==> config.mk <==
export PLATFORM = sky130hd
export DESIGN_NAME = rbank_seq
export DESIGN_NICKNAME = d
export VERILOG_FILES = /design/src/rtl/rbank_seq.sv
export SDC_FILE = /design/constraint.sdc
export NUM_CORES = 1
export LEC_CHECK = 0
export CORE_AREA = 5 5 134 136
export CTS_CLUSTER_SIZE = 20
export DETAILED_ROUTE_END_ITERATION = 7
export DIE_AREA = 0 0 139 141
export PLACE_DENSITY = 0.76
export SYNTH_ARGS = -nofsm -noshare
export SYNTH_HDL_FRONTEND = slang
export SYNTH_SLANG_ARGS = --single-unit
==> constraint.sdc <==
create_clock -name clk -period 1.9 [get_ports clk]
set_input_delay 0.38 -clock clk [delete_from_list [all_inputs] [get_ports clk]]
set_output_delay 0.38 -clock clk [all_outputs]
set_load 0.02 [all_outputs]
==> src/rtl/rbank_seq.sv <==
// rbank_seq: serialises operand fetches and writebacks onto the
// single-port register bank, capturing the bank's registered read data.
module rbank_seq #(
  parameter int NUM_REGS = 16
) (
  input  logic        clk,
  input  logic        reset,
  input  logic        req_valid,
  output logic        req_ready,
  input  logic [4:0]  req_rs1,
  input  logic [4:0]  req_rs2,
  input  logic        req_two,
  output logic        op_valid,
  input  logic        op_ready,
  output logic [63:0] op_a,
  output logic [63:0] op_b,
  output logic        op_err,
  input  logic        wb_valid,
  output logic        wb_ready,
  input  logic [4:0]  wb_rd,
  input  logic [63:0] wb_data,
  output logic        rb_we,
  output logic [4:0]  rb_sel,
  output logic [63:0] rb_wdata,
  input  logic [63:0] rb_rdata
);

  localparam logic [2:0] S_IDLE  = 3'd0;
  localparam logic [2:0] S_RD_A  = 3'd1;
  localparam logic [2:0] S_RD_B  = 3'd2;
  localparam logic [2:0] S_CAP_A = 3'd3;
  localparam logic [2:0] S_CAP_B = 3'd4;
  localparam logic [2:0] S_DONE  = 3'd5;

  logic [2:0]  state_q, state_d;
  logic [4:0]  rs1_q, rs1_d;
  logic [4:0]  rs2_q, rs2_d;
  logic        two_q, two_d;
  logic [63:0] op_a_q, op_a_d;
  logic [63:0] op_b_q, op_b_d;
  logic        op_err_q, op_err_d;

  logic        wb_win;
  logic        rs1_ok;
  logic        rs2_ok;
  logic        wrd_ok;

  function automatic logic in_range(input logic [4:0] idx);
    return 32'(idx) < 32'(NUM_REGS);
  endfunction

  assign rs1_ok = in_range(rs1_q);
  assign rs2_ok = in_range(rs2_q);
  assign wrd_ok = in_range(wb_rd);

  assign op_valid = (state_q == S_DONE);
  assign op_a     = op_a_q;
  assign op_b     = op_b_q;
  assign op_err   = op_err_q;

  // Handshake readies and bank port drive; writes only in IDLE/DONE
  always_comb begin
    wb_win    = !reset && (state_q == S_IDLE || state_q == S_DONE);
    wb_ready  = wb_win;
    req_ready = !reset && (state_q == S_IDLE) && !wb_valid;
    rb_we     = 1'b0;
    rb_sel    = 5'd0;
    rb_wdata  = 64'd0;
    if (wb_win && wb_valid && wrd_ok) begin
      rb_we    = 1'b1;
      rb_sel   = wb_rd;
      rb_wdata = wb_data;
    end else if (!reset && state_q == S_RD_A) begin
      rb_sel = rs1_q;
    end else if (!reset && state_q == S_RD_B) begin
      rb_sel = rs2_q;
    end
  end

  // Fetch sequencing and operand capture
  always_comb begin
    state_d  = state_q;
    rs1_d    = rs1_q;
    rs2_d    = rs2_q;
    two_d    = two_q;
    op_a_d   = op_a_q;
    op_b_d   = op_b_q;
    op_err_d = op_err_q;
    case (state_q)
      S_IDLE: begin
        if (req_valid && req_ready) begin
          rs1_d   = req_rs1;
          rs2_d   = req_rs2;
          two_d   = req_two;
          state_d = S_RD_A;
        end
      end
      S_RD_A: begin
        state_d = two_q ? S_RD_B : S_CAP_A;
      end
      S_RD_B: begin
        op_a_d   = rs1_ok ? rb_rdata : 64'd0;
        op_err_d = !rs1_ok;
        state_d  = S_CAP_B;
      end
      S_CAP_A: begin
        op_a_d   = rs1_ok ? rb_rdata : 64'd0;
        op_b_d   = 64'd0;
        op_err_d = !rs1_ok;
        state_d  = S_DONE;
      end
      S_CAP_B: begin
        op_b_d   = rs2_ok ? rb_rdata : 64'd0;
        op_err_d = op_err_q | !rs2_ok;
        state_d  = S_DONE;
      end
      S_DONE: begin
        if (op_ready) state_d = S_IDLE;
      end
      default: state_d = S_IDLE;
    endcase
  end

  // State and operand registers, synchronous reset
  always_ff @(posedge clk) begin
    if (reset) begin
      state_q  <= S_IDLE;
      rs1_q    <= 5'd0;
      rs2_q    <= 5'd0;
      two_q    <= 1'b0;
      op_a_q   <= 64'd0;
      op_b_q   <= 64'd0;
      op_err_q <= 1'b0;
    end else begin
      state_q  <= state_d;
      rs1_q    <= rs1_d;
      rs2_q    <= rs2_d;
      two_q    <= two_d;
      op_a_q   <= op_a_d;
      op_b_q   <= op_b_d;
      op_err_q <= op_err_d;
    end
  end

endmodule

==> results of run 1 <==
[what timing repair did]
| item | in CTS | in global routing |
|---|---|---|
| pin swaps | 8 | 59 |
| endpoints found under the hold margin | 0 | 0 |
| buffers inserted | 21 | 9 |
| gates resized for setup | 481 | 62 |
| gates cloned | 3 | 6 |
| setup endpoints to repair | 73 | 73 |
[final timing paths]
check | to | slack, ns | startpoint
setup reg to reg | op_b[4]$_SDFFE_PP0P_ | 0.18 | state_q[0]$_SDFFE_PP0P_
hold reg to reg | op_a[18]$_SDFFE_PP0P_ | 0.45 | op_a[18]$_SDFFE_PP0P_
setup / recovery | rb_sel[3] | -0.63 | wb_rd[4]
hold / removal | state_q[1]$_SDFFE_PP0P_ | 0.35 | reset
[kinds of logic after synthesis]
family	count (synthesis)
AO/OA/AOI/OAI	165
flip-flops	143
buffers and inverters	58
AND/OR/NAND/NOR	228
[power breakdown]
part           leakage (nW)  internal [mW]  switching (mW)  total, mW
Combinational          2.70           1.54            1.47       3.01
Sequential             1.16           3.28           0.146       3.42
Clock                 0.303           2.22            1.37       3.59
[cell type report]
type / instances / area [um^2] / share of cell area, %
tap: 225 / 282 / 2.61
inverter: 1 / 3.75 / 0.0347
clock buffer: 18 / 429 / 3.97
timing repair buffer: 410 / 4300 / 39.8
clock inverter: 14 / 204 / 1.89
multi-input combinational: 393 / 2710 / 25.1
sequential: 143 / 2870 / 26.6
[sequential cells by signal, summed over array words and instances, names as in the netlist]
register / cells
op_err: 1
rs2_q: 5
state_q: 3
op_a: 64
rs1_q: 5
two_q: 1
op_b: 64
[stage by stage]
stage / setup TNS (ns) / cell area [um^2] / total power [mW] / worst slack (ns)
finish: -37.72 / 10800 / 10.0 / -0.626
global route: -41.46 / 10800 / 10.4 / -0.686
CTS: -42.03 / 10500 / 9.94 / -0.764
detailed placement: -53.88 / 9420 / 6.08 / -0.861
global placement: -52.13 / 9420 / 6.06 / -0.861
floorplan: 0 / 5700 / 4.78 / 0.0442
[cells in the final DEF (no fill, tap or decap), types with 3 or more instances in the layout]
cell	netlist	final
sky130_fd_sc_hd__clkdlybuf4s50_1	0	275
sky130_fd_sc_hd__a21oi_1	76	76
sky130_fd_sc_hd__buf_12	0	8
sky130_fd_sc_hd__inv_6	0	3
sky130_fd_sc_hd__dfxtp_1	143	139
sky130_fd_sc_hd__o21ai_0	11	11
sky130_fd_sc_hd__a21o_1	5	5
sky130_fd_sc_hd__a22o_1	69	69
sky130_fd_sc_hd__nor2_1	4	3
sky130_fd_sc_hd__clkbuf_16	0	20
sky130_fd_sc_hd__nand2_1	66	66
sky130_fd_sc_hd__bufinv_16	0	4
sky130_fd_sc_hd__nand3_1	11	11
sky130_fd_sc_hd__and2_4	0	64
sky130_fd_sc_hd__buf_6	7	82
sky130_fd_sc_hd__nand3b_1	65	65
sky130_fd_sc_hd__clkinv_4	0	3
sky130_fd_sc_hd__buf_4	9	32
sky130_fd_sc_hd__nor4b_4	1	3
sky130_fd_sc_hd__nand2b_1	3	3
sky130_fd_sc_hd__buf_8	0	7
[per-layer routing]
layer / up-vias / part of all wire (%) / global-route usage [%]
met5: - / 0 / 0
met2: 245 / 47 / 34.2
met1: 2810 / 43 / 29.7
met3: 33 / 7.8 / 7.43
li1: 2838 / - / -
met4: 0 / 1.6 / 5.72
[tightest hold or removal path, stage by stage]
cell	delay, ns
sky130_fd_sc_hd__buf_4	0.14
sky130_fd_sc_hd__nor4b_2	0.05
sky130_fd_sc_hd__buf_4	0.15
==> results.md, run 1 <==
Clock tree:
- The number of clock sinks seen by CTS is 143.
- The clock tree root driver cell is sky130_fd_sc_hd__clkbuf_16.
- The quantity of hold-fixing buffers added after cts is 0.
- TritonCTS built the clock tree.
- The clock tree synthesis step divided the H-tree into 4 levels.
- No sink is reached through more buffers than the 2 on the longest clock path.
- The worst-skew pair later-pin latency is 0.42 ns.
- Clock tree synthesis inserted a total of 17 buffers.
- Clock-pin slew was measured on the worst setup and hold paths at 0.06 ns.

Yosys:
- The share of synthesized cell area in full adder, half adder and majority cells is 0%.
- The synthesized design contains 143 register bits.
- Summing the areas of all xor and xnor instances in the mapped netlist gives 0% of the synthesized area.
- The share of synthesized area in the top cell type comes to 50.3%.
- The most instantiated flip-flop cell in the synthesis netlist is sky130_fd_sc_hd__dfxtp_1.
- After synthesis, flip-flops and latches occupy 50.3% of the total area.
- The fraction of the mapped netlist area in compound gates is 19.8%.
- The most common cell in the synthesized netlist is sky130_fd_sc_hd__dfxtp_1.
- A synthesized cell averages 9.59 um^2.
- In this run the cell area of the synthesized design comes to 5690 um^2.
- By count the netlist is led by 143 x sky130_fd_sc_hd__dfxtp_1, 76 x sky130_fd_sc_hd__a21oi_1, 69 x sky130_fd_sc_hd__a22o_1.
- After synthesis, the cell types taking the most area are sky130_fd_sc_hd__dfxtp_1 50%, sky130_fd_sc_hd__a22o_1 11%, sky130_fd_sc_hd__nand3b_1 8.6%.
- The number of warnings issued by yosys is 0.
- Yosys mapped the design onto 31 distinct sky130hd cell types.
- After synthesis, the largest family of logic cells by area is simple AND/OR/NAND/NOR gates.
- The largest total area in the synthesized netlist belongs to sky130_fd_sc_hd__dfxtp_1.
- In this run, synthesis inferred 0 flip-flops with an integrated enable.
- The area fraction in and, or, nand and nor cells after synthesis is 24.2%.
- Counting every net in the synthesized netlist gives 743.
- The share of synthesized area spent on multiplexers is 0%.
- The fraction of registers with async set/reset is 0%.
- The cell count after synthesis is 594.

Worst setup path:
- The arrival time of data at the critical path endpoint is 2.15 ns.
- The critical path in this run is classified as in -> out.
- Along the worst path, the maximum fanout reaches 5.
- Walking the worst path, the cells encountered are clkdlybuf4s50_1, nand2b_1, nor4b_4, buf_4, buf_12, buf_16, buf_8, buf_6, a21o_1, buf_6.
- The cell family contributing the most delay on the critical path is buffers and inverters.
- The worst stage delay on the critical path is 0.39 ns.
- The worst path required time is 1.52 ns.
- Measured in cells, the most critical reg-to-reg path has a length of 6.
- The number of buffers and inverters on the critical path is 7.
- The cell type of the slowest stage on the worst timing path is sky130_fd_sc_hd__clkdlybuf4s50_1.
- The logic depth of the worst setup path including buffers is 10.
- The most frequent cell on the critical path is sky130_fd_sc_hd__buf_6.
- The worst setup path is captured at an output pin.
- The startpoint class of the critical path is a primary input.

Layout:
- The area overhead of the layout relative to synthesis is 89.7%.
- The post-layout net count is 1115.
- The final core utilization is 64.2%.
- The share of post-route cells with drive strength above 1 is 25.1%.
- The fill cell total of the finished layout is 1322.
- The final standard cell count with taps included and fillers excluded is 1204.
- The number of antenna diodes in the final layout is 0.

Pwr:
- For this design the static power due to leakage is 4.16 nW.
- Power spread over the standard cell area amounts to 928 nW/um^2.
- VDD sags by at most 0.623 mV.

STA:
- On the final layout, the worst hold slack is 0.351 ns.
- At the pin with the least slew margin, the transition time is 0.661 ns.
- The count of final hold-check violations is 0.
- The worst-case headroom to the max-slew limit is 55.9%.
- The number of pins exceeding their max-slew limit in the final report is 0.
- Once routing completed, OpenROAD measured the worst setup slack at -0.626 ns.
- The worst-case clock skew is 0.0106 ns.
- For the finished layout, the period the worst path requires is 2.53 ns.
- Setup repair after global routing could not meet its margin everywhere.
- Based on the critical path, the design can be clocked at up to 396 MHz.
- Setup violations remaining at the end of the flow were counted as 72.
- Dividing the final minimum period by the clock period gives 133%.

Placement:
- The congestion estimate from routability-driven global placement came to 0.791.
- In this run, placement finished with an instance count of 1138.
- The HPWL reported at the end of detailed placement is 14900 um.
- The port buffer count is 350.

Routing:
- In the routed layout, each cell is associated on average with a via count of 4.92.
- The number of nets still failing antenna checks after routing is 0.
- Summing over every cut layer, the via total after detailed routing is 5926.
- Summed over all layers, the routed wires come to 23600 um.
- The DRC violation total after the first TritonRoute iteration is 220.
- The DRC violations left is 0.
- For this run, the detailed router's first-pass iteration total came to 4.
- Dividing the detail-routed wire length by the instance count gives 19.6 um.

Die:
- The effective utilization at floorplan is 33.9%.
- In this run the horizontal extent of the chip is 139 um.
- The full die area is 19600 um^2.
- The number of top-level pins is 351.
- The die is 141 um tall.
- The cell row count is 48.
- After floorplanning, the core was sized to cover 16800 um^2.

Global route:
- The number of global-route vias before repair is 5756.
- The wire length of the first global-routing pass is 34400 um.
- Entering global routing, the biggest net connects 67 pins.
- Global routing consumed, over all layers together, 22.1% of the routing resources.
- The number of antenna violations at the first check in global routing came to 0.
- Summed over all layers, the global routing overflow is 0.

Min path:
- Counting instances, the worst hold path has a depth of 3.
- In this run the worst hold path is classified as in -> reg.

Run status:
- The run finished, with violations left.
- The final reports fail on setup timing.

Run:
- The max capacitance violation total is 0.
Note: power is estimated with default switching activity, not from simulation.
==> run 2: changes to the inputs <==
--- a/config.mk
+++ b/config.mk
@@ -5,6 +5,7 @@
 export SDC_FILE = /design/constraint.sdc
 export NUM_CORES = 1
 export LEC_CHECK = 0
+export ABC_CLOCK_PERIOD_IN_PS = 1900
 export CORE_AREA = 5 5 134 136
 export CTS_CLUSTER_SIZE = 20
 export DETAILED_ROUTE_END_ITERATION = 7
==> results of run 2 <==
Same layout as run 1: the final DEF is identical, and so are final timing and power.
